<file path="src/rtl/mmu_tlb.sv">
// Fully associative TLB with a single-request page-table walker.
// One translation in flight; the result is held until the consumer takes it.
//
// state | meaning
// IDLE  | ready for a request; lookup happens in the acceptance cycle
// WALK  | miss outstanding, pt_req_valid held until the page-table answers
// RESP  | rsp_valid high, rsp_* held until rsp_ready
module mmu_tlb #(
  parameter int VA_WIDTH    = 32,
  parameter int PA_WIDTH    = 32,
  parameter int PAGE_BITS   = 12,
  parameter int TLB_ENTRIES = 4
) (
  input  logic                          clk,
  input  logic                          rst,
  input  logic                          req_valid,
  output logic                          req_ready,
  input  logic [VA_WIDTH-1:0]           req_vaddr,
  output logic                          rsp_valid,
  input  logic                          rsp_ready,
  output logic [PA_WIDTH-1:0]           rsp_paddr,
  output logic                          rsp_fault,
  output logic                          rsp_hit,
  output logic                          pt_req_valid,
  output logic [VA_WIDTH-PAGE_BITS-1:0] pt_req_vpn,
  input  logic                          pt_rsp_valid,
  input  logic [PA_WIDTH-PAGE_BITS-1:0] pt_rsp_ppn,
  input  logic                          pt_rsp_fault,
  input  logic                          flush
);

  localparam int VPN_W = VA_WIDTH - PAGE_BITS;
  localparam int PPN_W = PA_WIDTH - PAGE_BITS;
  localparam int IDX_W = $clog2(TLB_ENTRIES);

  typedef enum logic [1:0] {IDLE, WALK, RESP} state_t;

  state_t                 state;
  logic [TLB_ENTRIES-1:0] valid;
  logic [VPN_W-1:0]       tag_tab [TLB_ENTRIES];
  logic [PPN_W-1:0]       ppn_tab [TLB_ENTRIES];
  logic [IDX_W-1:0]       victim;
  logic [VPN_W-1:0]       vpn_q;
  logic [PAGE_BITS-1:0]   off_q;

  logic [VPN_W-1:0]       req_vpn;
  logic [PAGE_BITS-1:0]   req_off;
  logic                   hit;
  logic [IDX_W-1:0]       hit_idx;
  logic                   free_found;
  logic [IDX_W-1:0]       free_idx;
  logic [IDX_W-1:0]       fill_idx;
  logic                   fill_en;

  assign req_vpn      = req_vaddr[VA_WIDTH-1:PAGE_BITS];
  assign req_off      = req_vaddr[PAGE_BITS-1:0];
  assign req_ready    = (state == IDLE);
  assign rsp_valid    = (state == RESP);
  assign pt_req_valid = (state == WALK);
  assign pt_req_vpn   = vpn_q;

  always_comb begin
    hit     = 1'b0;
    hit_idx = '0;
    for (int i = 0; i < TLB_ENTRIES; i++) begin
      if (valid[i] && (tag_tab[i] == req_vpn)) begin
        hit     = 1'b1;
        hit_idx = IDX_W'(i);
      end
    end
  end

  // Descending scan so the lowest-index free slot is the one left standing.
  always_comb begin
    free_found = 1'b0;
    free_idx   = '0;
    for (int i = TLB_ENTRIES - 1; i >= 0; i--) begin
      if (!valid[i]) begin
        free_found = 1'b1;
        free_idx   = IDX_W'(i);
      end
    end
  end

  assign fill_idx = free_found ? free_idx : victim;
  // A flush landing on the fill edge suppresses the fill entirely.
  assign fill_en  = (state == WALK) && pt_rsp_valid && !pt_rsp_fault && !flush;

  always_ff @(posedge clk) begin
    if (fill_en) begin
      tag_tab[fill_idx] <= vpn_q;
      ppn_tab[fill_idx] <= pt_rsp_ppn;
    end
  end

  always_ff @(posedge clk) begin
    if (rst) begin
      state     <= IDLE;
      valid     <= '0;
      victim    <= '0;
      vpn_q     <= '0;
      off_q     <= '0;
      rsp_paddr <= '0;
      rsp_fault <= 1'b0;
      rsp_hit   <= 1'b0;
    end else begin
      if (flush) begin
        valid <= '0;
      end else if (fill_en) begin
        valid[fill_idx] <= 1'b1;
      end
      if (fill_en && !free_found) begin
        victim <= victim + 1'b1;
      end

      case (state)
        IDLE: begin
          if (req_valid) begin
            vpn_q <= req_vpn;
            off_q <= req_off;
            if (hit) begin
              rsp_paddr <= {ppn_tab[hit_idx], req_off};
              rsp_hit   <= 1'b1;
              rsp_fault <= 1'b0;
              state     <= RESP;
            end else begin
              state <= WALK;
            end
          end
        end
        WALK: begin
          if (pt_rsp_valid) begin
            rsp_hit <= 1'b0;
            if (pt_rsp_fault) begin
              rsp_paddr <= '0;
              rsp_fault <= 1'b1;
            end else begin
              rsp_paddr <= {pt_rsp_ppn, off_q};
              rsp_fault <= 1'b0;
            end
            state <= RESP;
          end
        end
        RESP: begin
          if (rsp_ready) begin
            state <= IDLE;
          end
        end
        default: state <= IDLE;
      endcase
    end
  end

endmodule

</file>
<file path="config.mk">
export PLATFORM = sky130hd
export DESIGN_NAME = mmu_tlb
export DESIGN_NICKNAME = d
export VERILOG_FILES = /design/src/rtl/mmu_tlb.sv
export SDC_FILE = /design/constraint.sdc
export NUM_CORES = 1
export LEC_CHECK = 0
export ABC_AREA = 1
export BUFFER_PORTS_ARGS = -buffer_cell sky130_fd_sc_hd__buf_2
export CORE_UTILIZATION = 45
export CTS_BUF_LIST = sky130_fd_sc_hd__clkbuf_2 sky130_fd_sc_hd__clkbuf_4 sky130_fd_sc_hd__clkbuf_8
export CTS_CLUSTER_DIAMETER = 200
export DETAILED_ROUTE_END_ITERATION = 6
export PLACE_DENSITY = 0.66
export SYNTH_ARGS = -nofsm -noshare
export SYNTH_HDL_FRONTEND = slang
export SYNTH_SLANG_ARGS = --single-unit
</file>
<file path="constraint.sdc">
create_clock -name clk -period 3.6 [get_ports clk]
set_clock_uncertainty 0.1 [all_clocks]
set_input_delay 0.72 -clock clk [delete_from_list [all_inputs] [get_ports clk]]
set_output_delay 0.72 -clock clk [all_outputs]
set_load 0.01 [all_outputs]
</file>
======== Word-level counts from Yosys, hierarchy flattened ========
Memories as Yosys holds them, arrays and structs flattened.
Cells that the tools add are included.
cells by class
  order comparisons ....................... 2
  muxes and demuxes ....................... 39
  bitwise logic cells ..................... 1
  shift operators ......................... 0
  div/mod/pow operators ................... 0
  $add $sub $neg .......................... 1
  equality and inequality tests ........... 10
  multipliers ............................. 0
  reductions and logical operators ........ 18
operators by type and width
  kind                                                         count
  2-to-1 mux 32 bit                                            4
  equality test 20 bit                                         4
  one-hot mux 32 bit (2 select lines)                          1
  2-to-1 mux 2 bit                                             11
  2-to-1 mux 1 bit                                             19
  logical AND 1 bit                                            9
  inequality test 2 x 1 -> 1 bit (second input constant)       3
  one-hot mux 2 bit (3 select lines)                           1
  OR 4 bit                                                     1
  one-hot mux 1 bit (2 select lines)                           2
  AND reduction 4 bit                                          1
  zero test 1 bit                                              3
  less-than comparator 2 x 3 -> 1 bit (second input constant)  1
  AND reduction 3 bit                                          1
  adder 2 x 1 -> 2 bit (second input constant)                 1
  demux 1 bit (select 2 bit)                                   1
  equality test 2 x 1 -> 1 bit (second input constant)         1
  equality test 2 bit (second input constant)                  1
  >= comparator 2 x 1 -> 1 bit (second input constant)         1
  zero test 2 bit                                              1
  inequality test 2 bit (second input constant)                1
  AND reduction 2 bit                                          1
  nonzero test 2 bit                                           1
  OR reduction 2 bit                                           1
word-level totals
  register bits ........................... 74
  ROM bits ................................ 0
  latch bits .............................. 0
  RAM bits ................................ 160
  memories kept ........................... 2
  output and inout bits ................... 57
  word-level logic and storage cells ...... 81
memory list
  name     depth  bits a word  rd ports  clocked after memory_dff  write ports  line  source
  ppn_tab  4      20           1         0                         1            41    logic [PPN_W-1:0] ppn_tab [TLB_ENTRIES];
  tag_tab  4      20           4         0                         1            40    logic [VPN_W-1:0] tag_tab [TLB_ENTRIES];

======== Logic depth before layout (Yosys ltp) ========
Gate-level depths: netlist (run 1).
  depth in word-level cells ............... 10
  depth in mapped cells ................... 16

======== Worst setup path before layout (run 1) ========
Ideal clock, no wire load.
  path type ............................... reg2reg
  start point ............................. register state[0]
  end point ............................... memory ppn_tab[1][0] (netlist bit), enable pin
  data required time ...................... 3.061 ns
  slack ................................... -0.082 ns
  setup time .............................. 0.439 ns
  path buffers ............................ 0
  clock period less this slack ............ 3.682 ns
  stages on the path, launching flop included .. 10
  arrival time ............................ 3.144 ns
  cell sequence ........................... dfxtp_1 inv_1 nor2_2 inv_1 nor2_2 inv_2 nor3_4 inv_1 or2_1 nor2_1
on the way
  word-level cells in the longest chain between the ends .. 6
ends and longest elaborated chain
  what                                    line  source
  start, declared                         38    state_t state;
  start signal, assigned                  98    state <= IDLE;
  start signal, assigned                  125   state <= RESP;
  start signal, assigned                  127   state <= WALK;
  equality test 2 x 1 -> 1 bit            --
  net pt_req_valid                        24    output logic pt_req_valid,
  logical AND 1 bit (3 in series)         87    assign fill_en = (state == WALK) && pt_rsp_valid && !pt_rsp_fault && !flush;
  2-to-1 mux 1 bit                        90    if (fill_en) begin
  2-to-1 mux 1 bit (not written as such)  92    ppn_tab[fill_idx] <= pt_rsp_ppn;
  end, declared                           41
The timed path passes the listed nets, and every way through them passes these cells.

======== Worst setup path in the final report (run 1) ========
  start point ............................. input port req_vaddr[12]
  end point ............................... register rsp_paddr[27]
on the way
  word-level cells in the longest chain between the ends .. 9
  elaborated cells between the ends (all ways) .. 21
ends and longest elaborated chain
  what                                 line  source
  start, declared                      18    input logic [VA_WIDTH-1:0] req_vaddr,
  equality test 20 bit                 66    if (valid[i] && (tag_tab[i] == req_vpn)) begin
  logical AND 1 bit                    66
  2-to-1 mux 1 bit                     66
  2-to-1 mux 2 bit (2 in series)       66
  memory (4 x 20 bit)                  --
  2-to-1 mux 32 bit                    121   if (hit) begin
  2-to-1 mux 32 bit                    118   if (req_valid) begin
  one-hot mux 32 bit (2 select lines)  116   case (state)
  end signal, assigned                 122   rsp_paddr <= {ppn_tab[hit_idx], req_off};
  end signal, assigned                 138   rsp_paddr <= {pt_rsp_ppn, off_q};
  end, declared                        21    output logic [PA_WIDTH-1:0] rsp_paddr,
Several ways; a longest one is shown, not always the timed one. The select of a mux whose other input is x is not followed.
A chain may end at the register's enable or synchronous reset.

==> flow_metrics.tcl, run 1 <==
set metrics [dict create \
    status "finished clean" \
    crit_fanout 18 \
    cts_tree "done" \
    die_y_um 156 \
    setup_viol 0 \
    cap_violations 0 \
    syn_area_per_cell_um2 8.88 \
    fmax_ghz 0.378 \
    synth_largest_area_cell "edfxtp_1" \
    yosysWarnings 0 \
    synth_seq_cells 234 \
    drt_iter0_drc 691 \
    antenna_found_initial 1 \
    ant_nets 0 \
    ir_worst_vdd_mv 0.269 \
    rsz0062_at_grt "false" \
    syn2layout_area_growth_pct 16.9 \
    fp.dieW_um 156 \
    post-route-util_pct 54.2 \
    synth_area_leaders "edfxtp_1 45%, dfxtp_1 14%, nand2_1 12%, nor2_1 5.3%, inv_1 4.0%" \
    required_ns 3.89 \
    fin_crit_ns 2.65 \
    drcViolationCount 0 \
    routed_wl_um 28100 \
    power_frac_seq_pct 47.2 \
    worst_setup_path_start_kind "input port" \
    p_sw_uw 2040 \
    drive_gt1_share_pct 19.7 \
    yosysMostFrequentCell "nand2_1" \
    netlist_area_um2 10600 \
    grt_pass1_vias 7971 \
    cpMostUsedCell "nand2_1" \
    grt_usage_pct 23.6 \
    crit_chain "buf_2 > inv_2 > nand2_1 > o21ai_0 > nor2_1 > nand2_1 > nor2_1 > nand3_2 > nand2_2 > inv_1 > nand3_1 > nand2_1 > nand2_1 > a21oi_1" \
    cts_resized 0 \
    placement.io_buffers 115 \
    rrSetupSlack_ns 1.01 \
    tns_ns 0 \
    holdWs_ns 0.335 \
    antenna_cells 0 \
    hpwl_um 19200 \
    final_nets 1393 \
    grt_overflow 0 \
    worstSkewPairLatency_ns 0.53 \
    synthTopCellsByCount "348 x nand2_1, 160 x edfxtp_1, 149 x nor2_1, 114 x inv_1, 74 x dfxtp_1" \
    postSynthCellCount 1196 \
    comb_power_share_pct 18.7 \
    p_leak_uw 0.00542 \
    dr_total_vias 8521 \
    tightest_slew_ns 0.451 \
    grt_max_degree 42 \
    postCtsHoldBufs 0 \
    path_class "input port to register" \
    core_area_um2 22900 \
    htree_levels 2 \
    clockPowerShare_pct 34.1 \
    synth_top_area_share_pct 45.3 \
    p_sw_share_pct 29.3 \
    end_kind "register" \
    slowest_stage "nand3_2" \
    initial_core_util_pct 46.3 \
    wire_per_inst_um 16.8 \
    num_io_pins 116 \
    cp.arrival_ns 2.94 \
    clock-sinks 234 \
    relSlewSlack_pct 69.9 \
    syn_nets 1255 \
    ys_types 39 \
    ctsLongestPathBuffers 3 \
    power_uw 6960 \
    synth_async_sr_flop_share_pct 0 \
    dieArea_um2 24200 \
    hold_violations 0 \
    fin_crit_sh_pct 73.5 \
    drv_slew 0 \
    synthFlopType "edfxtp_1" \
    seq_area_frac_synth_pct 59.2 \
    grt_pass1_wl_um 43700 \
    internal-power_uw 4920 \
    gp_congestion 0.958 \
    power.density_nw_per_um2 561 \
    path_clk_slew_ns 0.06 \
    hold_path_class "input port to register" \
    rows 55 \
    synth_edf_count 160 \
    firstDrtPassIters 5 \
    vias_per_cell 5.08 \
    postCtsSetupRepairBufs 0 \
    cpPeakStageDelay_ns 0.42 \
    clockRootBuffer "clkbuf_8" \
    cts_inserted_buffers 39 \
]
[through the flow]
step / cell area, µm² / setup WS [ns] / cells
2_1_floorplan: 10600 / 0.108 / 1196
3_3_place_gp: 11600 / 0.513 / 1606
3_5_place_dp: 11600 / 0.491 / 1606
4_1_cts: 12400 / 1.02 / 1676
5_1_grt: 12400 / 0.726 / 1676
6_report: 12400 / 0.953 / 1676
[final timing paths]
| check | end | startpoint | depth (start not counted) |
|---|---|---|---|
| max | rsp_paddr[27] | req_vaddr[12] | 14 |
| min | ppn_tab[3][0] | pt_rsp_ppn[0] | 1 |
| max reg2reg | rsp_paddr[13] | tag_tab[3][19] | 13 |
| min reg2reg | rsp_fault | rsp_fault | 2 |
[cell type report]
cell class	instances	area, µm²
Multi-Input combinational cell	788	3660
Tap cell	313	392
Sequential cell	234	6290
Inverter	139	524
Fill cell	2127	10500
Timing Repair Buffer	132	753
Clock inverter	5	21.3
Clock buffer	65	769
[critical path: cells and delay by family]
kind	cells	cell delay (ns)
buffers and inverters	3	0.52
and+or+nand+nor	9	1.57
AOI/OAI and AO/OA	2	0.13
[power by group through the flow]
stage                     Combinational [µW]  Clock, µW  Sequential, µW
after floorplan                          801          0            3380
after global placement                  1290          0            3340
after detailed placement                1300          0            3340
after CTS                               1300       2420            3290
after global routing                    1460       2530            3310
final                                   1300       2370            3290
[sequential cells by signal, indices dropped and copies added, names as in the netlist]
register	cells
ppn_tab	80
tag_tab	80
rsp_fault	1
rsp_hit	1
state	2
valid	4
rsp_paddr	32
pt_req_vpn	20
victim	2
off_q	12
[cell usage in the layout (no fill, tap or decap), types with 22 or more instances in the layout]
cell type	n
inv_1	113
nor2_1	144
dfxtp_1	74
nand2_1	348
buf_2	115
clkbuf_8	45
a21oi_1	45
inv_2	22
nand3_1	56
nand4_1	24
o21ai_0	71
edfxtp_1	160
[routing by layer]
layer,global-route usage [%],share of wire [%],vias to the layer above,wire length (µm)
li1,-,-,4198,-
met1,33.3,45,3970,12600
met2,36.7,45,301,12600
met3,4.58,8.0,50,2260
met4,7.47,2.2,2,607
met5,0,0.028,-,8
[kinds of logic (layout without fill, tap and decap cells)]
kind of cell,after synthesis,count (layout),share of synthesized area [%]
simple gates,615,615,24.4
xor+xnor,18,18,1.48
buf+inv,174,341,6.65
flops,234,234,59.2
compound gates,155,155,8.23
Power figures use the tool's default switching activity.
==> run 2: changes to the inputs <==
--- a/config.mk
+++ b/config.mk
@@ -11,7 +11,6 @@
 export CTS_BUF_LIST = sky130_fd_sc_hd__clkbuf_2 sky130_fd_sc_hd__clkbuf_4 sky130_fd_sc_hd__clkbuf_8
 export CTS_CLUSTER_DIAMETER = 200
 export DETAILED_ROUTE_END_ITERATION = 6
-export PLACE_DENSITY = 0.66
 export SYNTH_ARGS = -nofsm -noshare
 export SYNTH_HDL_FRONTEND = slang
 export SYNTH_SLANG_ARGS = --single-unit
==> constraint.sdc (replaced) <==
create_clock -name clk -period 2.5 [get_ports clk]
set_clock_uncertainty 0.1 [all_clocks]
set_input_delay 0.5 -clock clk [delete_from_list [all_inputs] [get_ports clk]]
set_output_delay 0.5 -clock clk [all_outputs]
set_load 0.01 [all_outputs]
==> flow_metrics.tcl, run 2 (synthesized netlist as in run 1, its figures left out) <==
set metrics [dict create \
    antenna_cells 0 \
    die_y_um 156 \
    hold_violations 0 \
    vias_per_cell 5.04 \
    layout_common_cells "348 x nand2_1, 160 x edfxtp_1, 144 x nor2_1" \
    placement.io_buffers 115 \
    grt_overflow 0 \
    fp.dieW_um 156 \
    top_usage_layer "met2" \
    final_nets 1422 \
    postCtsHoldBufs 0 \
    multiInputGateArea_um2 3670 \
    grtUsageMet3_pct 5.00 \
    ant_nets 0 \
    gp_congestion 0.942 \
    ir_worst_vdd_mv 0.447 \
    required_ns 2.64 \
    antenna_found_initial 1 \
    largestRegisters "ppn_tab: 80 flops, tag_tab: 80 flops, rsp_paddr: 32 flops" \
    path_clk_slew_ns 0.06 \
    wire_per_inst_um 17.2 \
    cts_inserted_buffers 41 \
    tightest_slew_ns 0.543 \
    n_fill_cell 2084 \
    holdWs_ns 0.0706 \
    p_leak_uw 0.00563 \
    relSlewSlack_pct 63.8 \
    cp.arrival_ns 2.42 \
    syn2layout_area_growth_pct 20.4 \
    core_area_um2 22900 \
    final_common_cell "nand2_1" \
    drt_iter0_drc 796 \
    ctsLongestPathBuffers 3 \
    setup_viol 0 \
    grt_max_degree 46 \
    crit_fanout 18 \
    path_class "register to register" \
    dr_total_vias 8606 \
    worstSkewPairLatency_ns 0.56 \
    dieArea_um2 24200 \
    grtUsageMet1_pct 34.9 \
    end_kind "register" \
    grt_pass1_wl_um 45200 \
    firstDrtPassIters 5 \
    drv_slew 0 \
    hold_path_class "input port to register" \
    num_io_pins 116 \
    drcViolationCount 0 \
    fin_crit_ns 2.28 \
    clock-sinks 234 \
    tns_ns 0 \
    cap_violations 0 \
    htree_levels 2 \
    cts_tree "done" \
    drive_gt1_share_pct 21.6 \
    met2_usage_pct 38.5 \
    rows 55 \
    power.density_nw_per_um2 835 \
    worst_setup_path_start_kind "register" \
    postCtsSetupRepairBufs 0 \
    rsz0062_at_grt "false" \
    initial_core_util_pct 46.3 \
    fmax_ghz 0.438 \
    seqCellArea_um2 6290 \
    status "finished clean" \
    place_inst 1633 \
    fin_crit_sh_pct 91.2 \
    grt_pass1_vias 8163 \
    grt_usage_pct 24.8 \
    hpwl_um 20200 \
    clockRootBuffer "clkbuf_8" \
    cts_resized 0 \
    routed_wl_um 29500 \
    stdcell_count 1709 \
]
[run 2: critical path, stage by stage (launching register included)]
cell and delay (ns):
dfxtp_1 0.33, inv_1 0.07, nor2_4 0.17, inv_2 0.08, nor2_4 0.10, inv_2 0.05
nor3_4 0.20, inv_1 0.08, or2_1 0.28, nor2_4 0.30, buf_12 0.23
[run 2: final timing paths]
path                            cells past startpoint  slack (ns)        endpoint           start
worst min register to register                      2        0.36       rsp_fault       rsp_fault
worst max register to register                     10        0.22  ppn_tab[1][16]        state[0]
worst min-delay path                                1        0.07  ppn_tab[1][11]  pt_rsp_ppn[11]
worst max-delay path                               10        0.22  ppn_tab[1][16]        state[0]
[run 2: layer usage]
| layer | wire length (µm) | vias up |
|---|---|---|
| met5 | 0 | - |
| met4 | 622 | 0 |
| met3 | 2380 | 51 |
| met2 | 13000 | 312 |
| met1 | 13400 | 3984 |
| li1 | - | 4259 |
[run 2: report_power, final]
group          switching [µW]  leakage, µW  internal (µW)  total, µW
Clock                    1600     0.000484           2270       3870
Combinational            1300      0.00309            766       2070
Sequential                229      0.00206           4510       4740
[run 2: through the flow]
stage,setup slack [ns],total power [µW],area [µm²],util [%]
after floorplan,-0.203,6030,10600,-
after global placement,0.0592,6870,11900,51.8
after detailed placement,0.0318,6880,11900,51.8
after CTS,0.180,10700,12800,55.8
after global routing,0.0606,11200,12800,55.8
final,0.219,10700,12800,55.8
[run 2: final cells by class]
class / instances / share of cell area [%]
Timing Repair Buffer: 159 / 7.87
Tap cell: 313 / 3.06
Inverter: 139 / 4.10
Clock inverter: 10 / 1.10
Sequential cell: 234 / 49.2
Multi-Input combinational cell: 788 / 28.7
Clock buffer: 66 / 5.98
==> run 3: changes to the inputs <==
--- a/config.mk
+++ b/config.mk
@@ -5,12 +5,12 @@
 export SDC_FILE = /design/constraint.sdc
 export NUM_CORES = 1
 export LEC_CHECK = 0
-export ABC_AREA = 1
 export BUFFER_PORTS_ARGS = -buffer_cell sky130_fd_sc_hd__buf_2
 export CORE_UTILIZATION = 45
 export CTS_BUF_LIST = sky130_fd_sc_hd__clkbuf_2 sky130_fd_sc_hd__clkbuf_4 sky130_fd_sc_hd__clkbuf_8
 export CTS_CLUSTER_DIAMETER = 200
 export DETAILED_ROUTE_END_ITERATION = 6
+export PLACE_DENSITY = 0.67
 export SYNTH_ARGS = -nofsm -noshare
 export SYNTH_HDL_FRONTEND = slang
 export SYNTH_SLANG_ARGS = --single-unit
==> constraint.sdc (replaced) <==
create_clock -name clk -period 2.01 [get_ports clk]
set_clock_uncertainty 0.1 [all_clocks]
set_input_delay 0 -clock clk [delete_from_list [all_inputs] [get_ports clk]]
set_output_delay 0 -clock clk [all_outputs]
set_load 0.01 [all_outputs]
==> flow_metrics.tcl, run 3 <==
set metrics [dict create \
    synth_edf_count 160 \
    initial_core_util_pct 45.7 \
    startpoint "tag_tab[1][8]" \
    fmax_ghz 0.361 \
    synth_top_area_share_pct 50.1 \
    clock-sinks 234 \
    dieArea_um2 21900 \
    ctsLongestPathBuffers 3 \
    fin_crit_sh_pct 138 \
    grt_pass1_wl_um 39700 \
    rrSetupSlack_ns -0.76 \
    cpPeakStageDelay_ns 0.55 \
    antenna_found_initial 1 \
    syn_nets 812 \
    seq_area_frac_synth_pct 65.6 \
    violations "negative setup slack" \
    multiInputGateArea_um2 3190 \
    p_leak_uw 0.00503 \
    postSynthCellCount 753 \
    reg2reg_depth 8 \
    die_y_um 148 \
    final_common_cell "edfxtp_1" \
    yosysWarnings 0 \
    drcViolationCount 0 \
    status "finished with violations" \
    syn2layout_area_growth_pct 35.1 \
    wire_per_inst_um 19.2 \
    rsz0062_at_grt "true" \
    syn_area_per_cell_um2 12.7 \
    ir_worst_vdd_mv 0.561 \
    cp.buffers_inverters 1 \
    synthFlopType "edfxtp_1" \
    cts_inserted_buffers 38 \
    timing.rr.end "rsp_paddr[31]" \
    layout_common_cells "160 x edfxtp_1, 115 x buf_2, 92 x nand2_1" \
    power.density_nw_per_um2 875 \
    drv_slew 0 \
    drive_gt1_share_pct 32.9 \
    synth_area_leaders "edfxtp_1 50%, dfxtp_1 15%, xnor2_1 4.8%, nand2_1 3.6%, xor2_1 2.7%" \
    grt_max_degree 70 \
    min_to "pt_req_vpn[14]" \
    path_clk_slew_ns 0.06 \
    setup_viol 36 \
    num_io_pins 116 \
    rr_startpoint "tag_tab[1][8]" \
    dr_total_vias 7128 \
    crit_fanout 8 \
    holdPathStages 6 \
    fin_crit_ns 2.77 \
    tightest_slew_ns 1.32 \
    rows 53 \
    vias_per_cell 5.35 \
    end_kind "register" \
    final_nets 1087 \
    firstDrtPassIters 6 \
    cts_tree "done" \
    largestRegisters "ppn_tab: 80 flops, tag_tab: 80 flops, rsp_paddr: 32 flops" \
    yosysMostFrequentCell "edfxtp_1" \
    netlist_area_um2 9590 \
    hpwl_um 16500 \
    n_fill_cell 1668 \
    hold_path_class "input port to register" \
    setup_ws_ns -0.761 \
    ys_types 51 \
    seqCellArea_um2 6290 \
    htree_levels 2 \
    required_ns 2.36 \
    slowest_stage "or4_1" \
    cp.arrival_ns 3.12 \
    synth_seq_cells 234 \
    grt_overflow 0 \
    synthTopCellsByCount "160 x edfxtp_1, 93 x nand2_1, 74 x dfxtp_1, 53 x xnor2_1, 51 x a21oi_1" \
    routed_wl_um 25500 \
    clockRootBuffer "clkbuf_8" \
    post-route-util_pct 61.8 \
    path_class "register to register" \
    core_area_um2 21000 \
    cp.depth 8 \
    ant_nets 0 \
    grt_pass1_vias 7106 \
    fp.dieW_um 148 \
    grt_usage_pct 23.8 \
    synth_async_sr_flop_share_pct 0 \
    crit_chain "xor2_1 > or4_1 > or4_4 > nor3_4 > and4b_1 > or3_1 > buf_6 > o22ai_2" \
    relSlewSlack_pct 11.1 \
    cap_violations 0 \
    hold_violations 0 \
    worstSkewPairLatency_ns 0.53 \
    synth_largest_area_cell "edfxtp_1" \
    gp_congestion 0.886 \
    tns_ns -25.03 \
    drt_iter0_drc 438 \
    worstHoldStart "req_valid" \
    path_delay_family "simple AND/OR/NAND/NOR gates" \
    power_uw 11300 \
    placement.io_buffers 115 \
    worst_setup_path_start_kind "register" \
]
-- run 3: how the worst max path moves through the flow --
| stage | endpoint |
|---|---|
| 5_1_grt | rsp_paddr[27] |
| 4_1_cts | rsp_paddr[31] |
| 6_report | rsp_paddr[31] |
| 2_1_floorplan | rsp_paddr[24] |
| 3_5_place_dp | rsp_paddr[31] |
| 3_3_place_gp | rsp_paddr[26] |
-- run 3: cells by family (layout without fill, tap and decap cells) --
| group | count (synthesis) | in the layout | synth area share (%) |
|---|---|---|---|
| AND/OR/NAND/NOR | 208 | 208 | 10.7 |
| multiplexers | 21 | 21 | 2.31 |
| buffers and inverters | 57 | 360 | 2.52 |
| other | 0 | 1 | 0 |
| AO/OA/AOI/OAI | 150 | 150 | 11.3 |
| flip-flops | 234 | 234 | 65.6 |
| XOR/XNOR | 83 | 83 | 7.58 |
-- run 3: timing repair --
item | 4_1_cts | 5_1_grt
gates resized for setup | 8 | 5
hold buffers | 58 | 0
cloned | 2 | 0
hold endpoints to repair | 154 | 0
buffers inserted | 3 | 0
pin swaps | 15 | 5
setup endpoints to repair | 36 | 80
-- run 3: final cells by class --
| cell class | count | area share (%) |
|---|---|---|
| Tap cell | 275 | 2.66 |
| Multi-Input combinational cell | 462 | 24.6 |
| Timing Repair Buffer | 287 | 17.8 |
| Sequential cell | 234 | 48.5 |
| Antenna cell | 1 | 0.0193 |
| Inverter | 5 | 0.145 |
| Clock buffer | 60 | 5.75 |
| Clock inverter | 8 | 0.502 |
-- run 3: worst min-delay path, cell delays in order --
cell and delay [ns]:
buf_2 0.07, mux2_2 0.16, o21ai_2 0.07, buf_4 0.19
nand2_1 0.08, a21oi_1 0.06
-- run 3: per-stage QoR --
step / hold slack [ns] / setup slack, ns / cells / cell area, µm²
global route: 0.0997 / -0.872 / 1332 / 13000
floorplan: -0.0207 / -0.740 / 753 / 9700
detailed placement: 0.130 / -0.743 / 1201 / 11400
global placement: 0.131 / -0.743 / 1201 / 11400
finish: 0.0518 / -0.761 / 1332 / 13000
CTS: 0.0345 / -0.760 / 1332 / 12900
-- run 3: report_power, final --
part	switching, µW	internal, µW	total (µW)
clock	1840	2480	4320
sequential	153	5340	5490
combinational	823	705	1530
total	2810	8520	11300
-- run 3: layer usage --
metal / vias up / GRT usage [%] / wire, µm
met5: - / 0 / 0
met2: 278 / 37.9 / 12000
met3: 41 / 4.57 / 1940
li1: 3365 / - / -
met1: 3444 / 32.9 / 11100
met4: 0 / 7.37 / 498
